File: src/rtl/sum_overflow_monitor.sv
// Watches a 16-bit accumulator, turns each overflow cycle into a {residual, epoch length}
// record and delivers the records through a small first-word-fall-through FIFO.
module sum_overflow_monitor #(
  parameter int DEPTH = 4,
  parameter int LEN_W = 16,
  parameter int LVL_W = 3
) (
  input  logic             CLK,
  input  logic             RST,
  input  logic [15:0]      sum_in,
  input  logic             overflow_in,
  input  logic             drop_clr,
  output logic             rec_valid,
  input  logic             rec_ready,
  output logic [15:0]      rec_residual,
  output logic [LEN_W-1:0] rec_length,
  output logic [15:0]      event_count,
  output logic             drop_flag,
  output logic [LVL_W-1:0] fifo_level
);

  localparam int PTR_W = (DEPTH > 1) ? $clog2(DEPTH) : 1;
  localparam logic [LEN_W-1:0] LEN_MAX = '1;

  // Handshake: a record transfers on every rising edge where rec_valid and rec_ready are
  // both high; rec_valid never depends on rec_ready, and the head record stays stable
  // while rec_valid is high and rec_ready is low.

  logic [LEN_W-1:0] len_cnt;
  logic [15:0]      res_mem [DEPTH];
  logic [LEN_W-1:0] len_mem [DEPTH];
  logic [PTR_W-1:0] wr_ptr;
  logic [PTR_W-1:0] rd_ptr;
  logic [PTR_W-1:0] rd_ptr_nxt;
  logic             full;
  logic             pop;
  logic             push;
  logic             drop;

  assign rec_valid  = (fifo_level != '0);
  assign full       = (fifo_level == LVL_W'(DEPTH));
  assign pop        = rec_valid & rec_ready;
  assign push       = overflow_in & (~full | pop);
  assign drop       = overflow_in & ~push;
  assign rd_ptr_nxt = rd_ptr + PTR_W'(1);

  always_ff @(posedge CLK or negedge RST) begin
    if (!RST) begin
      len_cnt <= '0;
    end else if (overflow_in) begin
      len_cnt <= '0;
    end else if (len_cnt != LEN_MAX) begin
      len_cnt <= len_cnt + LEN_W'(1);
    end
  end

  // Storage needs no reset: nothing is read from a slot before it has been written.
  always_ff @(posedge CLK) begin
    if (push) begin
      res_mem[wr_ptr] <= sum_in;
      len_mem[wr_ptr] <= len_cnt;
    end
  end

  always_ff @(posedge CLK or negedge RST) begin
    if (!RST) begin
      wr_ptr     <= '0;
      rd_ptr     <= '0;
      fifo_level <= '0;
    end else begin
      if (push) wr_ptr <= wr_ptr + PTR_W'(1);
      if (pop)  rd_ptr <= rd_ptr_nxt;
      case ({push, pop})
        2'b10:   fifo_level <= fifo_level + LVL_W'(1);
        2'b01:   fifo_level <= fifo_level - LVL_W'(1);
        default: fifo_level <= fifo_level;
      endcase
    end
  end

  // Head registers load whatever becomes the head after this edge, and otherwise hold,
  // so an empty FIFO keeps showing the last delivered record.
  always_ff @(posedge CLK or negedge RST) begin
    if (!RST) begin
      rec_residual <= '0;
      rec_length   <= '0;
    end else if (push && (fifo_level == '0 || (pop && fifo_level == LVL_W'(1)))) begin
      rec_residual <= sum_in;
      rec_length   <= len_cnt;
    end else if (pop && fifo_level > LVL_W'(1)) begin
      rec_residual <= res_mem[rd_ptr_nxt];
      rec_length   <= len_mem[rd_ptr_nxt];
    end
  end

  always_ff @(posedge CLK or negedge RST) begin
    if (!RST) begin
      event_count <= '0;
      drop_flag   <= 1'b0;
    end else begin
      if (overflow_in && event_count != 16'hFFFF) event_count <= event_count + 16'd1;
      if (drop)          drop_flag <= 1'b1;
      else if (drop_clr) drop_flag <= 1'b0;
    end
  end

endmodule
File: config.mk
export PLATFORM = sky130hd
export DESIGN_NAME = sum_overflow_monitor
export DESIGN_NICKNAME = d
export VERILOG_FILES = /design/src/rtl/sum_overflow_monitor.sv
export SDC_FILE = /design/constraint.sdc
export NUM_CORES = 1
export LEC_CHECK = 0
export CORE_ASPECT_RATIO = 0.7
export CORE_MARGIN = 5
export CORE_UTILIZATION = 38
export DETAILED_ROUTE_END_ITERATION = 16
export GPL_ROUTABILITY_DRIVEN = 0
export PLACE_DENSITY = 0.57
export SKIP_LAST_GASP = 1
export SYNTH_ARGS = -nofsm -noshare
export SYNTH_HDL_FRONTEND = slang
export SYNTH_SLANG_ARGS = --single-unit
File: constraint.sdc
create_clock -name CLK -period 6.1 [get_ports CLK]
set_clock_uncertainty 0.05 [all_clocks]
set_input_delay 1.22 -clock CLK [delete_from_list [all_inputs] [get_ports CLK]]
set_output_delay 1.22 -clock CLK [all_outputs]
set_load 0.01 [all_outputs]
# Word-level counts from Yosys, hierarchy flattened

Memories as Yosys holds them, arrays and structs flattened.
Cells that the tools add are included.

Eq/ne operators: 6
Multiplexer cells: 11
Reductions and logical operators: 11
Bitwise logic cells: 6
Order comparisons: 1
$add $sub $neg: 6

Operators by type and width:

| kind                    | number |
|---|---|
| $mux W16                | 6 |
| $add A16 B1 Y16 const B | 2 |
| $ne A16 B16 Y1 const B  | 2 |
| $reduce_bool A2 Y1      | 4 |
| $pmux W3 S2             | 1 |
| $add A2 B1 Y2 const B   | 2 |
| $logic_and A1 B1 Y1     | 4 |
| $mux W1                 | 4 |
| $add A3 B1 Y3 const B   | 1 |
| $and A1 B1 Y1           | 3 |
| $eq A3 B1 Y1 const B    | 1 |
| $eq A3 B3 Y1 const B    | 1 |
| $gt A3 B1 Y1 const B    | 1 |
| $logic_not A3 Y1        | 1 |
| $reduce_bool A3 Y1      | 1 |
| $sub A3 B1 Y3 const B   | 1 |
| $eq A2 B1 Y1 const B    | 1 |
| $eq A2 B2 Y1 const B    | 1 |
| $not A1 Y1              | 2 |
| $logic_or A1 B1 Y1      | 1 |
| $or A1 B1 Y1            | 1 |

Memory bits (writable): 128
Logic and storage cells: 51
Input bits: 21
Output and inout bits: 53
Register bits after elaboration: 72
Memories: 2

Memory list:

| name    | words | width | read ports | clocked after Yosys merged registers in | write ports | RTL line | RTL |
|---|---|---|---|---|---|---|---|
| len_mem | 4     | 16    | 1          | 0                                       | 1           | 31       | `logic [LEN_W-1:0] len_mem [DEPTH];` |
| res_mem | 4     | 16    | 1          | 0                                       | 1           | 30       | `logic [15:0] res_mem [DEPTH];` |

# Logic depth before layout (Yosys ltp)

Gate-level depths: netlist of run 1.

Depth after elaboration: 7
Depth in mapped cells: 8
Gate-level depth less buffers: 7

# Least setup slack after synthesis of run 1

OpenSTA, ideal clock, no wires.

Kind: in2reg
From: in overflow_in
To: mem len_mem[0][0], enable pin
Data arrival time: 2.701 ns
Buffers on the path: 1
Cell stages on the path: 4
Library setup time: 0.392 ns
Data required time: 5.658 ns
Slack: 2.957 ns
Cells stage by stage: buf_2 -> inv_1 -> a31oi_1 -> and2_1

Cells in the longest elaborated chain, start to end: 3

RTL lines:

| item                          | RTL line | RTL |
|---|---|---|
| start, declared               | 11       | `input logic overflow_in,` |
| $and A1 B1 Y1                 | 43       | `assign push = overflow_in & (~full \| pop);` |
| $mux W1                       | 59       | `if (push) begin` |
| $mux W1 (implied by the code) | 61       | `len_mem[wr_ptr] <= len_cnt;` |
| end, declared                 | 31       |  |

No other way between the ends.

# Worst setup path after layout of run 1

From: reg fifo_level[1]
To: out rec_valid

Cells in the longest elaborated chain, start to end: 1

RTL lines:

| item                   | RTL line | RTL |
|---|---|---|
| start, declared        | 19       | `output logic [LVL_W-1:0] fifo_level` |
| start signal, assigned | 74       | `2'b10: fifo_level <= fifo_level + LVL_W'(1);` |
| start signal, assigned | 75       | `2'b01: fifo_level <= fifo_level - LVL_W'(1);` |
| start signal, assigned | 76       | `default: fifo_level <= fifo_level;` |
| $reduce_bool A3 Y1     | 40       | `assign rec_valid = (fifo_level != '0);` |
| end, declared          | 13       | `output logic rec_valid,` |

No other way between the ends.

==> impl_results.html, run 1 <==
<table>
<tr><th>Metric</th><th>Value</th></tr>
<tr><th colspan="2">Synth</th></tr>
<tr><td>Post-synthesis xor/xnor area fraction</td><td>2.235%</td></tr>
<tr><td>Top cell types by occurrence after synthesis</td><td>128 x sky130_fd_sc_hd__edfxtp_1, 72 x sky130_fd_sc_hd__dfrtp_1, 50 x sky130_fd_sc_hd__nor2_1</td></tr>
<tr><td>Compound-cell area share of the yosys netlist</td><td>5.641%</td></tr>
<tr><td>Leading area contributor after synthesis</td><td>sky130_fd_sc_hd__edfxtp_1</td></tr>
<tr><td>Area contributors post-synth</td><td>sky130_fd_sc_hd__edfxtp_1 47%, sky130_fd_sc_hd__dfrtp_1 22%, sky130_fd_sc_hd__mux4_2 8.8%</td></tr>
<tr><td>Number of nets in the synthesized netlist</td><td>562</td></tr>
<tr><td>Yosys Warn Count</td><td>0</td></tr>
<tr><td>Top-area cell type share of the netlist area</td><td>46.71%</td></tr>
<tr><td>Largest family of logic cells by synthesized area</td><td>multiplexers</td></tr>
<tr><td>Synthesis-stage register bit count</td><td>200</td></tr>
<tr><td>Post-Synth Simple-Gate Area</td><td>7.207%</td></tr>
<tr><td>Proportion of synthesized flip-flops having asynchronous set or reset</td><td>36.00%</td></tr>
<tr><td>Library cells used by synthesis</td><td>43</td></tr>
<tr><td>Syn Inst Count</td><td>roughly 530</td></tr>
<tr><td>Sequential-to-total area share from yosys stat</td><td>68.60%</td></tr>
<tr><td>Most used standard cell by instance count after synthesis</td><td>sky130_fd_sc_hd__edfxtp_1</td></tr>
<tr><td>Share of synthesized area spent on multiplexers</td><td>12.91%</td></tr>
<tr><td>Average instance area after synthesis</td><td>15.50 um2</td></tr>
<tr><td>Post-synthesis adder-cell area fraction</td><td>1.520%</td></tr>
<tr><td>Post-synth EDFFs</td><td>roughly 130</td></tr>
<tr><td>Most common flop cell mapped by yosys</td><td>sky130_fd_sc_hd__edfxtp_1</td></tr>
<tr><td>Synth Cell Area</td><td>0.008229 mm2</td></tr>
<tr><th colspan="2">Worst setup path</th></tr>
<tr><td>Worst Path Max Fanout</td><td>8</td></tr>
<tr><td>Worst reg-to-reg setup slack</td><td>3.19 ns</td></tr>
<tr><td>Startpoint type of the worst setup path</td><td>flip-flop</td></tr>
<tr><td>Arr. time, crit path</td><td>between 2 and 2.5 ns</td></tr>
<tr><td>Crit path capture type</td><td>primary output</td></tr>
<tr><td>CP Class</td><td>reg -&gt; out</td></tr>
<tr><td>Worst endpoint required time</td><td>around 4.8 ns</td></tr>
<tr><th colspan="2">Floorplanning</th></tr>
<tr><td>Die height</td><td>133.1 um</td></tr>
<tr><td>Number of top-level pins</td><td>between 70 and 80</td></tr>
<tr><td>Placeable core area</td><td>0.02151 mm2</td></tr>
<tr><td>Row count</td><td>between 40 and 50</td></tr>
<tr><td>Starting utilization of the core area</td><td>38.26%</td></tr>
<tr><td>Die Wd</td><td>185.9 um</td></tr>
<tr><td>Die outline area</td><td>0.02475 mm2</td></tr>
<tr><th colspan="2">Timing</th></tr>
<tr><td>Hold violation count in the final report</td><td>0</td></tr>
<tr><td>Setup violations, final</td><td>0</td></tr>
<tr><td>Shortest period the worst path allows</td><td>approximately 3.7 ns</td></tr>
<tr><td>Post-route fraction of the period consumed by the critical path</td><td>between 60% and 70%</td></tr>
<tr><td>Total Negative Setup Slacks</td><td>0 ns</td></tr>
<tr><td>Max Clock Freq</td><td>269.7 MHz</td></tr>
<tr><td>Pin slew with the least headroom to its limit</td><td>1.033 ns</td></tr>
<tr><td>Unrepaired setup endpoints after global routing</td><td>no</td></tr>
<tr><td>Max Slew Vio Count</td><td>0</td></tr>
<tr><td>Relative slew margins</td><td>30.97%</td></tr>
<tr><th colspan="2">Pwr</th></tr>
<tr><td>Power density normalized to cell area</td><td>466.9 mW/mm2</td></tr>
<tr><td>Leakage power total</td><td>3.486 nW</td></tr>
<tr><td>IR Drop Worst-Case VDD</td><td>0.0001969 V</td></tr>
<tr><th colspan="2">Job</th></tr>
<tr><td>Max-capacitance violation count</td><td>0</td></tr>
<tr><th colspan="2">Global route</th></tr>
<tr><td>First-pass GRT wire length</td><td>about 27 mm</td></tr>
<tr><td>Largest net degree at the start of global routing</td><td>73</td></tr>
<tr><td>GRT Util Overall</td><td>between 10% and 20%</td></tr>
<tr><td>Vias in the first global route</td><td>4779</td></tr>
<tr><td>Grt total ovfl</td><td>0</td></tr>
<tr><td>Antenna violations before repair</td><td>0</td></tr>
<tr><th colspan="2">Clock tree</th></tr>
<tr><td>Clock tree from TritonCTS</td><td>yes</td></tr>
<tr><td>H-tree Lvls</td><td>4</td></tr>
<tr><td>Reg clk slew, reported paths</td><td>about 0.07 ns</td></tr>
<tr><td>Source-to-sink clock delay at the later pin of the worst-skew pair</td><td>0.44 ns</td></tr>
<tr><td>CTS-repair resized insts</td><td>0</td></tr>
<tr><td>Cts hold-fix bufs</td><td>0</td></tr>
<tr><td>CTS root buf</td><td>sky130_fd_sc_hd__clkbuf_16</td></tr>
<tr><td>Number of buffers created by CTS</td><td>17</td></tr>
<tr><td>Number of clock sinks</td><td>200</td></tr>
<tr><td>Clk buf depth</td><td>2</td></tr>
<tr><td>Setup Fix Bufs, Post-CTS</td><td>0</td></tr>
<tr><th colspan="2">Cells and area</th></tr>
<tr><td>Final design instance area without fill</td><td>0.009878 mm2</td></tr>
<tr><td>Number of nets at the end of the flow</td><td>635</td></tr>
<tr><td>Proportion of layout cells with a drive suffix above 1</td><td>13.29%</td></tr>
<tr><td>Layout area overhead</td><td>20.04%</td></tr>
<tr><td>Storage element area</td><td>roughly 0.0056 mm2</td></tr>
<tr><td>Final cell utilization of the core</td><td>45.93%</td></tr>
<tr><td>Filler Cell Count</td><td>1893</td></tr>
<tr><td>Multi-input gate area</td><td>0.002452 mm2</td></tr>
<tr><td>Number of diodes</td><td>0</td></tr>
<tr><th colspan="2">Outcome</th></tr>
<tr><td>Outcome</td><td>completed</td></tr>
<tr><th colspan="2">Placement</th></tr>
<tr><td>DP Wirelength</td><td>10.41 mm</td></tr>
<tr><td>Post-DP Area</td><td>about 0.009 mm2</td></tr>
<tr><td>Port Buffers</td><td>73</td></tr>
<tr><th colspan="2">Route</th></tr>
<tr><td>Number of iterations in the first detailed-routing pass</td><td>5</td></tr>
<tr><td>Detailed-route via count</td><td>4682</td></tr>
<tr><td>Detailed-route vias per instance</td><td>around 5.2</td></tr>
<tr><td>First-iteration detailed-routing DRC count</td><td>420</td></tr>
<tr><td>Number of nets still failing antenna checks after routing</td><td>0</td></tr>
<tr><td>Per-cell routed wire length</td><td>18.84 um</td></tr>
<tr><td>Total detailed-routing wirelength</td><td>16.93 mm</td></tr>
<tr><td>Final routed DRC violation total</td><td>0</td></tr>
<tr><th colspan="2">Min path</th></tr>
<tr><td>Worst min-delay path category</td><td>reg -&gt; reg</td></tr>
</table>
flip-flops by register name, summed over array words and instances (netlist names):
name / flops
rec_residual: 16
event_count: 16
len_mem: 64
rd_ptr: 2
rec_length: 16
res_mem: 64
wr_ptr: 2
drop_flag: 1
len_cnt: 16
fifo_level: 3
cells in the final DEF, fill, tap and decap left out, types with 2 or more instances in the layout:
| cell | netlist | layout |
|---|---|---|
| sky130_fd_sc_hd__or3_1 | 4 | 4 |
| sky130_fd_sc_hd__xor2_1 | 10 | 10 |
| sky130_fd_sc_hd__o21a_1 | 2 | 2 |
| sky130_fd_sc_hd__dfrtp_1 | 72 | 71 |
| sky130_fd_sc_hd__inv_6 | 0 | 4 |
| sky130_fd_sc_hd__edfxtp_1 | 128 | 128 |
| sky130_fd_sc_hd__mux2i_1 | 33 | 33 |
| sky130_fd_sc_hd__nor3_1 | 9 | 9 |
| sky130_fd_sc_hd__nor2_1 | 50 | 49 |
| sky130_fd_sc_hd__nand3_1 | 14 | 14 |
| sky130_fd_sc_hd__nor2b_1 | 2 | 2 |
| sky130_fd_sc_hd__o31ai_1 | 4 | 4 |
| sky130_fd_sc_hd__and2_2 | 0 | 4 |
| sky130_fd_sc_hd__clkinv_2 | 0 | 3 |
| sky130_fd_sc_hd__ha_1 | 10 | 10 |
| sky130_fd_sc_hd__and4_1 | 2 | 2 |
| sky130_fd_sc_hd__nor4_1 | 8 | 8 |
| sky130_fd_sc_hd__buf_4 | 0 | 7 |
| sky130_fd_sc_hd__a21oi_1 | 44 | 44 |
| sky130_fd_sc_hd__clkdlybuf4s50_1 | 0 | 72 |
| sky130_fd_sc_hd__inv_1 | 13 | 13 |
| sky130_fd_sc_hd__a31oi_1 | 5 | 5 |
| sky130_fd_sc_hd__o211ai_1 | 3 | 3 |
| sky130_fd_sc_hd__nand4_1 | 6 | 6 |
| sky130_fd_sc_hd__or4_1 | 4 | 4 |
| sky130_fd_sc_hd__xnor2_1 | 11 | 11 |
| sky130_fd_sc_hd__a211oi_1 | 2 | 2 |
| sky130_fd_sc_hd__mux4_2 | 32 | 32 |
| sky130_fd_sc_hd__bufinv_16 | 0 | 2 |
| sky130_fd_sc_hd__clkbuf_16 | 0 | 17 |
| sky130_fd_sc_hd__o21ai_0 | 7 | 7 |
| sky130_fd_sc_hd__nand2_1 | 13 | 13 |
| sky130_fd_sc_hd__clkbuf_8 | 0 | 3 |
cells by family after synthesis:
logic type / after synthesis
flip-flops: 200
AND/OR/NAND/NOR: 121
AO/OA/AOI/OAI: 75
multiplexers: 66
buffers and inverters: 38
XOR/XNOR: 21
adder cells (fa/ha/maj): 10
area by class of cell:
type | count | share of cell area (%)
flip-flops and latches | 200 | 57.16
multi-input cells | 293 | 24.83
repair buffers | 79 | 7.828
clock buffers | 20 | 4.725
well taps | 282 | 3.572
clock inverters | 12 | 1.393
inverters | 13 | 0.4940
critical path: stages (launching register included):
cell and delay (ns):
sky130_fd_sc_hd__dfrtp_1 0.48, sky130_fd_sc_hd__inv_1 0.18, sky130_fd_sc_hd__ha_1 0.33, sky130_fd_sc_hd__nor2b_1 0.35, sky130_fd_sc_hd__inv_1 0.15, sky130_fd_sc_hd__clkdlybuf4s50_1 0.52
metal layers:
layer | vias up | wire length [um] | GRT usage, %
met4 | 0 | 198 | 4.045
met3 | 17 | 1111 | 3.439
met2 | 131 | 7456 | 20.45
met1 | 2361 | 8166 | 21.62
met5 | - | 0 | 0
li1 | 2173 | - | -
power breakdown:
| group | total [mW] | switching (mW) | internal [mW] |
|---|---|---|---|
| Sequential | 1.95 | 0.155 | 1.79 |
| Combinational | 1.52 | 0.786 | 0.732 |
| Clock | 1.15 | 0.502 | 0.644 |
| Total | 4.61 | 1.44 | 3.17 |
through the flow:
step / instances / hold slack, ns / setup WS, ns / total power, mW
3_3_place_gp: 867 / 0.4437 / 2.130 / 3.496
2_1_floorplan: 531 / 0.4242 / 2.957 / 2.900
3_5_place_dp: 867 / 0.4484 / 2.045 / 3.527
5_1_grt: 899 / 0.4747 / 2.206 / 4.897
6_report: 899 / 0.4474 / 2.393 / 4.613
4_1_cts: 899 / 0.4569 / 2.356 / 4.691
path summary, 6_finish.rpt:
| kind | from | end | depth (start not counted) |
|---|---|---|---|
| worst max-delay path | fifo_level[1]$_DFFE_PN0P_ | rec_valid | 5 |
| worst min-delay path | event_count[6]$_DFFE_PN0P_ | event_count[6]$_DFFE_PN0P_ | 1 |
| worst max register to register | fifo_level[1]$_DFFE_PN0P_ | rec_residual[15]$_DFFE_PN0P_ | 7 |
| worst min register to register | event_count[6]$_DFFE_PN0P_ | event_count[6]$_DFFE_PN0P_ | 1 |
| max in group asynchronous | RST | rd_ptr[1]$_DFFE_PN0P_ | 1 |
| min in group asynchronous | RST | event_count[9]$_DFFE_PN0P_ | 1 |
No activity file was read; power rests on OpenSTA's default activity.
==> run 2: changes to the inputs <==
- PLACE_DENSITY: 0.57 -> 0.59
- clock period: 6.1 -> 3.2 ns (I/O delays scaled with it)
==> run 2 against run 1 <==
First-iteration DRC count fell by 21%. Total power increased by 89%. Via count grew 2.4%. Core utilization up 0.41 points. Critical path depth stayed put. Design area increased by 0.89%. Register-to-register slack got worse by 2.2 ns.
==> impl_results.html, run 2 (synthesis results as in run 1) <==
<table>
<tr><th>Metric</th><th>Value</th></tr>
<tr><th colspan="2">Clock tree</th></tr>
<tr><td>Clk buf depth</td><td>2 (unchanged)</td></tr>
<tr><td>CTS-repair resized insts</td><td>0 (unchanged)</td></tr>
<tr><td>Source-to-sink clock delay at the later pin of the worst-skew pair</td><td>0.42 ns (-0.02 ns)</td></tr>
<tr><td>Setup Fix Bufs, Post-CTS</td><td>0 (unchanged)</td></tr>
<tr><td>Number of buffers created by CTS</td><td>17 (unchanged)</td></tr>
<tr><td>Cts hold-fix bufs</td><td>0 (unchanged)</td></tr>
<tr><td>Clock tree from TritonCTS</td><td>yes</td></tr>
<tr><td>H-tree Lvls</td><td>4 (unchanged)</td></tr>
<tr><td>Reg clk slew, reported paths</td><td>0.07 ns (about the same)</td></tr>
<tr><td>CTS root buf</td><td>sky130_fd_sc_hd__clkbuf_16</td></tr>
<tr><td>Number of clock sinks</td><td>200 (unchanged)</td></tr>
<tr><th colspan="2">Cells and area</th></tr>
<tr><td>Number of nets at the end of the flow</td><td>642 (+1.1%)</td></tr>
<tr><td>Filler Cell Count</td><td>1875 (-0.95%)</td></tr>
<tr><td>Number of diodes</td><td>0 (unchanged)</td></tr>
<tr><td>Registers with the highest flip-flop counts</td><td>len_mem: 64 flops, res_mem: 64 flops</td></tr>
<tr><td>Layout area overhead</td><td>21.10%</td></tr>
<tr><td>Leading cell type in the layout, fill and taps excluded</td><td>sky130_fd_sc_hd__edfxtp_1</td></tr>
<tr><td>Proportion of layout cells with a drive suffix above 1</td><td>13.62% (+0.33 points)</td></tr>
<tr><td>Commonest cells after routing, fill and taps aside</td><td>128 x sky130_fd_sc_hd__edfxtp_1, 72 x sky130_fd_sc_hd__clkdlybuf4s50_1, 71 x sky130_fd_sc_hd__dfrtp_1</td></tr>
<tr><th colspan="2">Route</th></tr>
<tr><td>Total detailed-routing wirelength</td><td>16.94 mm (about the same)</td></tr>
<tr><td>Detailed-route vias per instance</td><td>5.294 (+1.6%)</td></tr>
<tr><td>Number of iterations in the first detailed-routing pass</td><td>5 (unchanged)</td></tr>
<tr><td>Detailed-route via count</td><td>4796 (+2.4%)</td></tr>
<tr><td>Final routed DRC violation total</td><td>0 (unchanged)</td></tr>
<tr><td>First-iteration detailed-routing DRC count</td><td>332 (-21%)</td></tr>
<tr><td>Number of nets still failing antenna checks after routing</td><td>0 (unchanged)</td></tr>
<tr><td>Per-cell routed wire length</td><td>18.70 um (-0.73%)</td></tr>
<tr><th colspan="2">Timing</th></tr>
<tr><td>Max Slew Vio Count</td><td>0 (unchanged)</td></tr>
<tr><td>Unrepaired setup endpoints after global routing</td><td>no</td></tr>
<tr><td>Pin slew with the least headroom to its limit</td><td>0.9608 ns (-0.07220 ns)</td></tr>
<tr><td>Shortest period the worst path allows</td><td>3.052 ns</td></tr>
<tr><td>Hold violation count in the final report</td><td>0 (unchanged)</td></tr>
<tr><td>Relative slew margins</td><td>35.95% (+5.0 points)</td></tr>
<tr><td>Setup violations, final</td><td>0 (unchanged)</td></tr>
<tr><td>Post-route fraction of the period consumed by the critical path</td><td>95.36%</td></tr>
<tr><td>Post-Route Hold Slack</td><td>0.3168 ns (-0.1307 ns)</td></tr>
<tr><td>Total Negative Setup Slacks</td><td>0 ns (unchanged)</td></tr>
<tr><td>Max Clock Freq</td><td>about 330 MHz</td></tr>
<tr><th colspan="2">Pwr</th></tr>
<tr><td>Power density normalized to cell area</td><td>875.6 mW/mm2 (+88%)</td></tr>
<tr><td>Leakage power total</td><td>3.503 nW (+0.49%)</td></tr>
<tr><td>IR Drop Worst-Case VDD</td><td>0.0003779 V (+92%)</td></tr>
<tr><th colspan="2">Placement</th></tr>
<tr><td>Port Buffers</td><td>73 (unchanged)</td></tr>
<tr><td>DP Wirelength</td><td>10.40 mm (about the same)</td></tr>
<tr><th colspan="2">Floorplanning</th></tr>
<tr><td>Die outline area</td><td>0.02475 mm2 (unchanged)</td></tr>
<tr><td>Row count</td><td>45 (unchanged)</td></tr>
<tr><td>Die Wd</td><td>185.9 um (unchanged)</td></tr>
<tr><td>Starting utilization of the core area</td><td>38.26% (unchanged)</td></tr>
<tr><td>Die height</td><td>133.1 um (unchanged)</td></tr>
<tr><td>Placeable core area</td><td>0.02151 mm2 (unchanged)</td></tr>
<tr><td>Number of top-level pins</td><td>74 (unchanged)</td></tr>
<tr><th colspan="2">Worst setup path</th></tr>
<tr><td>Worst Path Max Fanout</td><td>8 (unchanged)</td></tr>
<tr><td>Startpoint type of the worst setup path</td><td>flip-flop</td></tr>
<tr><td>Endpoint of the worst register-to-register path</td><td>len_cnt[1]$_DFFE_PN0P_</td></tr>
<tr><td>Worst reg-to-reg setup slack</td><td>0.96 ns (-2.23 ns)</td></tr>
<tr><td>Worst endpoint required time</td><td>2.51 ns (-2.32 ns)</td></tr>
<tr><td>Crit path capture type</td><td>primary output</td></tr>
<tr><td>CP Class</td><td>reg -&gt; out</td></tr>
<tr><td>Arr. time, crit path</td><td>2.36 ns (-0.08 ns)</td></tr>
<tr><td>Startpoint of the worst register-to-register path</td><td>len_cnt[0]$_DFFE_PN0P_</td></tr>
<tr><td>Cell count of the worst reg-to-reg path</td><td>6 (-1)</td></tr>
<tr><th colspan="2">Global route</th></tr>
<tr><td>Grt total ovfl</td><td>0 (unchanged)</td></tr>
<tr><td>GRT Util Overall</td><td>13.94% (-0.29 points)</td></tr>
<tr><td>Vias in the first global route</td><td>4884 (+2.2%)</td></tr>
<tr><td>Antenna violations before repair</td><td>0 (unchanged)</td></tr>
<tr><td>First-pass GRT wire length</td><td>26.60 mm (-2.4%)</td></tr>
<tr><td>Largest net degree at the start of global routing</td><td>73 (unchanged)</td></tr>
<tr><th colspan="2">Outcome</th></tr>
<tr><td>Outcome</td><td>completed</td></tr>
<tr><th colspan="2">Min path</th></tr>
<tr><td>Worst min-delay path category</td><td>in -&gt; async</td></tr>
<tr><th colspan="2">Job</th></tr>
<tr><td>Max-capacitance violation count</td><td>0 (unchanged)</td></tr>
</table>
==> run 2: layout make-up <==
type                            count  area [um2]  share of cell area, %
Tap cell                          282       352.8                  3.540
Inverter                           13       48.80                 0.4896
Clock buffer                       19       452.9                  4.545
Multi-Input combinational cell    293        2447                  24.56
Sequential cell                   200        5647                  56.66
Clock inverter                     13       116.4                  1.168
Timing Repair Buffer               86       900.9                  9.040
==> run 2: power breakdown <==
| group | switching [mW] | internal [mW] |
|---|---|---|
| registers | 0.359 | 3.41 |
| logic | 1.45 | 1.48 |
| clock network | 0.966 | 1.06 |
==> run 2: worst max path at each step <==
stage / from / end / slack (ns) / cells after the start
6_report: fifo_level[1]$_DFFE_PN0P_ / rec_valid / 0.15 / 5
5_1_grt: fifo_level[1]$_DFFE_PN0P_ / rec_valid / 0.09 / 5
4_1_cts: fifo_level[1]$_DFFE_PN0P_ / rec_valid / 0.15 / 5
3_5_place_dp: fifo_level[1]$_DFFE_PN0P_ / rec_valid / 0.62 / 5
3_3_place_gp: rec_ready / res_mem[1][15]$_DFFE_PP_ / 0.69 / 5
2_1_floorplan: overflow_in / len_mem[0][0]$_DFFE_PP_ / 0.64 / 4
==> run 2: worst max-delay path, stage by stage, from the launching register on <==
cell and delay, ns:
sky130_fd_sc_hd__dfrtp_1 0.46, sky130_fd_sc_hd__inv_1 0.18, sky130_fd_sc_hd__ha_1 0.35, sky130_fd_sc_hd__nor2b_1 0.33, sky130_fd_sc_hd__inv_1 0.12, sky130_fd_sc_hd__clkdlybuf4s50_1 0.50
==> run 2: metrics by stage <==
stage               utilization, %  instances  setup WS (ns)  instance area [um2]  power [mW]
floorplan                        -        531         0.6374                 8229       5.529
global placement             43.69        874         0.6874                 9397       6.736
detailed placement           43.69        874         0.6203                 9397       6.809
CTS                          46.34        906         0.1542                 9966       8.860
global route                 46.34        906        0.08949                 9966       9.237
finish                       46.34        906         0.1485                 9966       8.726
==> run 2: metal layers <==
layer | routed length (um) | vias up | global-route usage, %
met5 | 0 | - | 0
met4 | 115 | 0 | 3.479
met3 | 1003 | 12 | 4.094
met2 | 7792 | 146 | 21.25
met1 | 8029 | 2446 | 19.83
li1 | - | 2192 | -
==> run 3: changes to the inputs <==
- DONT_BUFFER_PORTS: not set -> 1
- PLACE_DENSITY: 0.59 -> 0.54
==> run 3 against run 2 <==
Worst setup slack better by 0.40 ns. Maximum frequency up 15%. Sequential share of layout area increased by 4.8 points. Register-to-register slack worse by 0.37 ns. Clock-buffer cell count is 1 lower. Core utilization down 3.6 points. Critical path depth is 1 lower. Largest cell class unchanged.
==> impl_results.html, run 3 (synthesis results as in run 1) <==
<table>
<tr><th>Metric</th><th>Value</th></tr>
<tr><th colspan="2">Outcome</th></tr>
<tr><td>Outcome</td><td>completed</td></tr>
<tr><th colspan="2">Clock tree</th></tr>
<tr><td>CTS-repair resized insts</td><td>0 (unchanged)</td></tr>
<tr><td>Clk buf depth</td><td>2 (unchanged)</td></tr>
<tr><td>Number of buffers created by CTS</td><td>17 (unchanged)</td></tr>
<tr><td>Setup Fix Bufs, Post-CTS</td><td>0 (unchanged)</td></tr>
<tr><td>H-tree Lvls</td><td>4 (unchanged)</td></tr>
<tr><td>CTS root buf</td><td>sky130_fd_sc_hd__clkbuf_16</td></tr>
<tr><td>Clock tree from TritonCTS</td><td>yes</td></tr>
<tr><td>Number of clock sinks</td><td>200 (unchanged)</td></tr>
<tr><td>Reg clk slew, reported paths</td><td>0.07 ns (about the same)</td></tr>
<tr><td>Source-to-sink clock delay at the later pin of the worst-skew pair</td><td>0.42 ns (about the same)</td></tr>
<tr><th colspan="2">Cells and area</th></tr>
<tr><td>Number of nets at the end of the flow</td><td>567 (-12%)</td></tr>
<tr><td>Filler Cell Count</td><td>1911 (+1.9%)</td></tr>
<tr><td>Storage element area</td><td>0.005647 mm2 (unchanged)</td></tr>
<tr><td>Layout area overhead</td><td>11.68%</td></tr>
<tr><td>Number of diodes</td><td>0 (unchanged)</td></tr>
<tr><td>Number of non-filler instances in the completed layout</td><td>831 (-8.3%)</td></tr>
<tr><td>Multi-input gate area</td><td>0.002452 mm2 (+0.20%)</td></tr>
<tr><td>Final design instance area without fill</td><td>0.009190 mm2 (-7.8%)</td></tr>
<tr><td>Registers with the highest flip-flop counts</td><td>len_mem: 64 flops, res_mem: 64 flops</td></tr>
<tr><td>Commonest cells after routing, fill and taps aside</td><td>128 x sky130_fd_sc_hd__edfxtp_1, 71 x sky130_fd_sc_hd__dfrtp_1, 49 x sky130_fd_sc_hd__nor2_1</td></tr>
<tr><td>Proportion of layout cells with a drive suffix above 1</td><td>15.48% (+1.9 points)</td></tr>
<tr><td>Leading cell type in the layout, fill and taps excluded</td><td>sky130_fd_sc_hd__edfxtp_1</td></tr>
<tr><th colspan="2">Placement</th></tr>
<tr><td>DP Wirelength</td><td>10.11 mm (-2.9%)</td></tr>
<tr><td>Port Buffers</td><td>0 (-100%)</td></tr>
<tr><td>Worst slack at placement</td><td>0.6215 ns (+0.001214 ns)</td></tr>
<tr><td>Placed cells</td><td>798 (-8.7%)</td></tr>
<tr><td>Post-DP Area</td><td>0.008601 mm2 (-8.5%)</td></tr>
<tr><th colspan="2">Worst setup path</th></tr>
<tr><td>CP Class</td><td>reg -&gt; out</td></tr>
<tr><td>Arr. time, crit path</td><td>1.96 ns (-0.40 ns)</td></tr>
<tr><td>Worst endpoint required time</td><td>2.51 ns (about the same)</td></tr>
<tr><td>Startpoint type of the worst setup path</td><td>flip-flop</td></tr>
<tr><td>Crit path capture type</td><td>primary output</td></tr>
<tr><td>Worst Path Max Fanout</td><td>8 (unchanged)</td></tr>
<tr><th colspan="2">Timing</th></tr>
<tr><td>Pin slew with the least headroom to its limit</td><td>0.6615 ns (-0.2993 ns)</td></tr>
<tr><td>Total Negative Setup Slacks</td><td>0 ns (unchanged)</td></tr>
<tr><td>Max Slew Vio Count</td><td>0 (unchanged)</td></tr>
<tr><td>Max Clock Freq</td><td>377.3 MHz (+15%)</td></tr>
<tr><td>Post-route worst setup slack</td><td>0.5497 ns (+0.4012 ns)</td></tr>
<tr><td>Relative slew margins</td><td>55.75% (+20 points)</td></tr>
<tr><td>Hold violation count in the final report</td><td>0 (unchanged)</td></tr>
<tr><td>Unrepaired setup endpoints after global routing</td><td>no</td></tr>
<tr><td>Post-route fraction of the period consumed by the critical path</td><td>82.82% (-13 points)</td></tr>
<tr><td>Shortest period the worst path allows</td><td>2.650 ns (-0.4012 ns)</td></tr>
<tr><td>Setup violations, final</td><td>0 (unchanged)</td></tr>
<tr><th colspan="2">Floorplanning</th></tr>
<tr><td>Number of top-level pins</td><td>74 (unchanged)</td></tr>
<tr><td>Starting utilization of the core area</td><td>38.26% (unchanged)</td></tr>
<tr><td>Row count</td><td>45 (unchanged)</td></tr>
<tr><td>Die outline area</td><td>0.02475 mm2 (unchanged)</td></tr>
<tr><td>Die height</td><td>133.1 um (unchanged)</td></tr>
<tr><td>Die Wd</td><td>185.9 um (unchanged)</td></tr>
<tr><td>Placeable core area</td><td>0.02151 mm2 (unchanged)</td></tr>
<tr><th colspan="2">Global route</th></tr>
<tr><td>Largest net degree at the start of global routing</td><td>73 (unchanged)</td></tr>
<tr><td>Met3 Use GR</td><td>4.913% (+0.82 points)</td></tr>
<tr><td>Grt total ovfl</td><td>0 (unchanged)</td></tr>
<tr><td>Highest-utilization routing layer at the global route stage</td><td>met2</td></tr>
<tr><td>First-pass GRT wire length</td><td>26.43 mm (-0.62%)</td></tr>
<tr><td>GRT Util Overall</td><td>13.84% (-0.10 points)</td></tr>
<tr><td>Vias in the first global route</td><td>4633 (-5.1%)</td></tr>
<tr><td>Met1 routing resource usage after global routing</td><td>19.29% (-0.55 points)</td></tr>
<tr><td>Antenna violations before repair</td><td>0 (unchanged)</td></tr>
<tr><td>Met2 Use GR</td><td>21.21% (-0.040 points)</td></tr>
<tr><th colspan="2">Job</th></tr>
<tr><td>Max-capacitance violation count</td><td>0 (unchanged)</td></tr>
<tr><th colspan="2">Pwr</th></tr>
<tr><td>Final total power</td><td>8.138 mW (-6.7%)</td></tr>
<tr><td>IR Drop Worst-Case VDD</td><td>0.0004340 V (+15%)</td></tr>
<tr><td>Power density normalized to cell area</td><td>885.5 mW/mm2 (+1.1%)</td></tr>
<tr><td>Leakage power total</td><td>3.224 nW (-8.0%)</td></tr>
<tr><th colspan="2">Route</th></tr>
<tr><td>Number of iterations in the first detailed-routing pass</td><td>4 (-1)</td></tr>
<tr><td>Total detailed-routing wirelength</td><td>16.54 mm (-2.4%)</td></tr>
<tr><td>First-iteration detailed-routing DRC count</td><td>322 (-3.0%)</td></tr>
<tr><td>Detailed-route via count</td><td>4415 (-7.9%)</td></tr>
<tr><td>Detailed-route vias per instance</td><td>5.313 (+0.36%)</td></tr>
<tr><td>Number of nets still failing antenna checks after routing</td><td>0 (unchanged)</td></tr>
<tr><td>Final routed DRC violation total</td><td>0 (unchanged)</td></tr>
<tr><td>Per-cell routed wire length</td><td>19.90 um (+6.5%)</td></tr>
<tr><th colspan="2">Min path</th></tr>
<tr><td>Worst min-delay path category</td><td>in -&gt; async</td></tr>
</table>
[run 3: cell types whose count changed in the layout (fill, tap and decap cells not counted), sizes merged]
cell           previous run  this run
bufinv                    0         1
clkdlybuf4s50            72         0
clkbuf                   19        18
clkinvlp                  5         0
buf                      14        11
inv                      17        18
clkinv                    4         8
[run 3: path summary, 6_finish.rpt]
| kind | slack [ns] | end | cells after the start | startpoint |
|---|---|---|---|---|
| max | 0.55 | rec_valid | 4 | fifo_level[1]$_DFFE_PN0P_ |
| min | 0.04 | event_count[15]$_DFFE_PN0P_ | 1 | RST |
| max reg2reg | 0.59 | len_mem[2][3]$_DFFE_PP_ | 5 | fifo_level[1]$_DFFE_PN0P_ |
| min reg2reg | 0.52 | event_count[6]$_DFFE_PN0P_ | 1 | event_count[6]$_DFFE_PN0P_ |
| max in group asynchronous | 2.71 | rd_ptr[1]$_DFFE_PN0P_ | 1 | RST |
| min in group CLK | 0.23 | len_cnt[13]$_DFFE_PN0P_ | 1 | overflow_in |
[run 3: power by group]
part | total, mW | internal (mW) | switching, mW
clock network | 2.05 | 1.10 | 0.946
logic | 2.17 | 0.973 | 1.20
registers | 3.92 | 3.41 | 0.502
total | 8.14 | 5.49 | 2.65
[run 3: cell type report]
| type | instances | share of cell area (%) |
|---|---|---|
| clock inverters | 14 | 1.334 |
| inverters | 13 | 0.5310 |
| multi-input cells | 293 | 26.68 |
| well taps | 282 | 3.839 |
| flip-flops and latches | 200 | 61.44 |
| clock buffers | 18 | 4.779 |
| repair buffers | 11 | 1.389 |
[run 3: repair_timing]
| item | in CTS | in global routing |
|---|---|---|
| endpoints found under the hold margin | 72 | 0 |
| hold buffers | 1 | 0 |
| setup endpoints to repair | 0 | 0 |
[run 3: per-layer routing]
metal,wire length [um],vias up,share of wire (%)
li1,-,2035,-
met1,7645,2265,46
met2,7618,102,46
met3,1156,13,7.0
met4,120,0,0.73
met5,0,-,0
[run 3: worst max-delay path, cell delays in order, from the launching register on]
cell                      delay [ns]
sky130_fd_sc_hd__dfrtp_1        0.49
sky130_fd_sc_hd__inv_1          0.18
sky130_fd_sc_hd__ha_1           0.32
sky130_fd_sc_hd__nor2b_1        0.33
sky130_fd_sc_hd__inv_1          0.22
[run 3: per-stage QoR]
step	hold WS [ns]	util (%)
floorplan	0.2944	-
global placement	0.2969	39.99
detailed placement	0.2964	39.99
CTS	0.05232	42.73
global route	0.04530	42.73
finish	0.04324	42.73
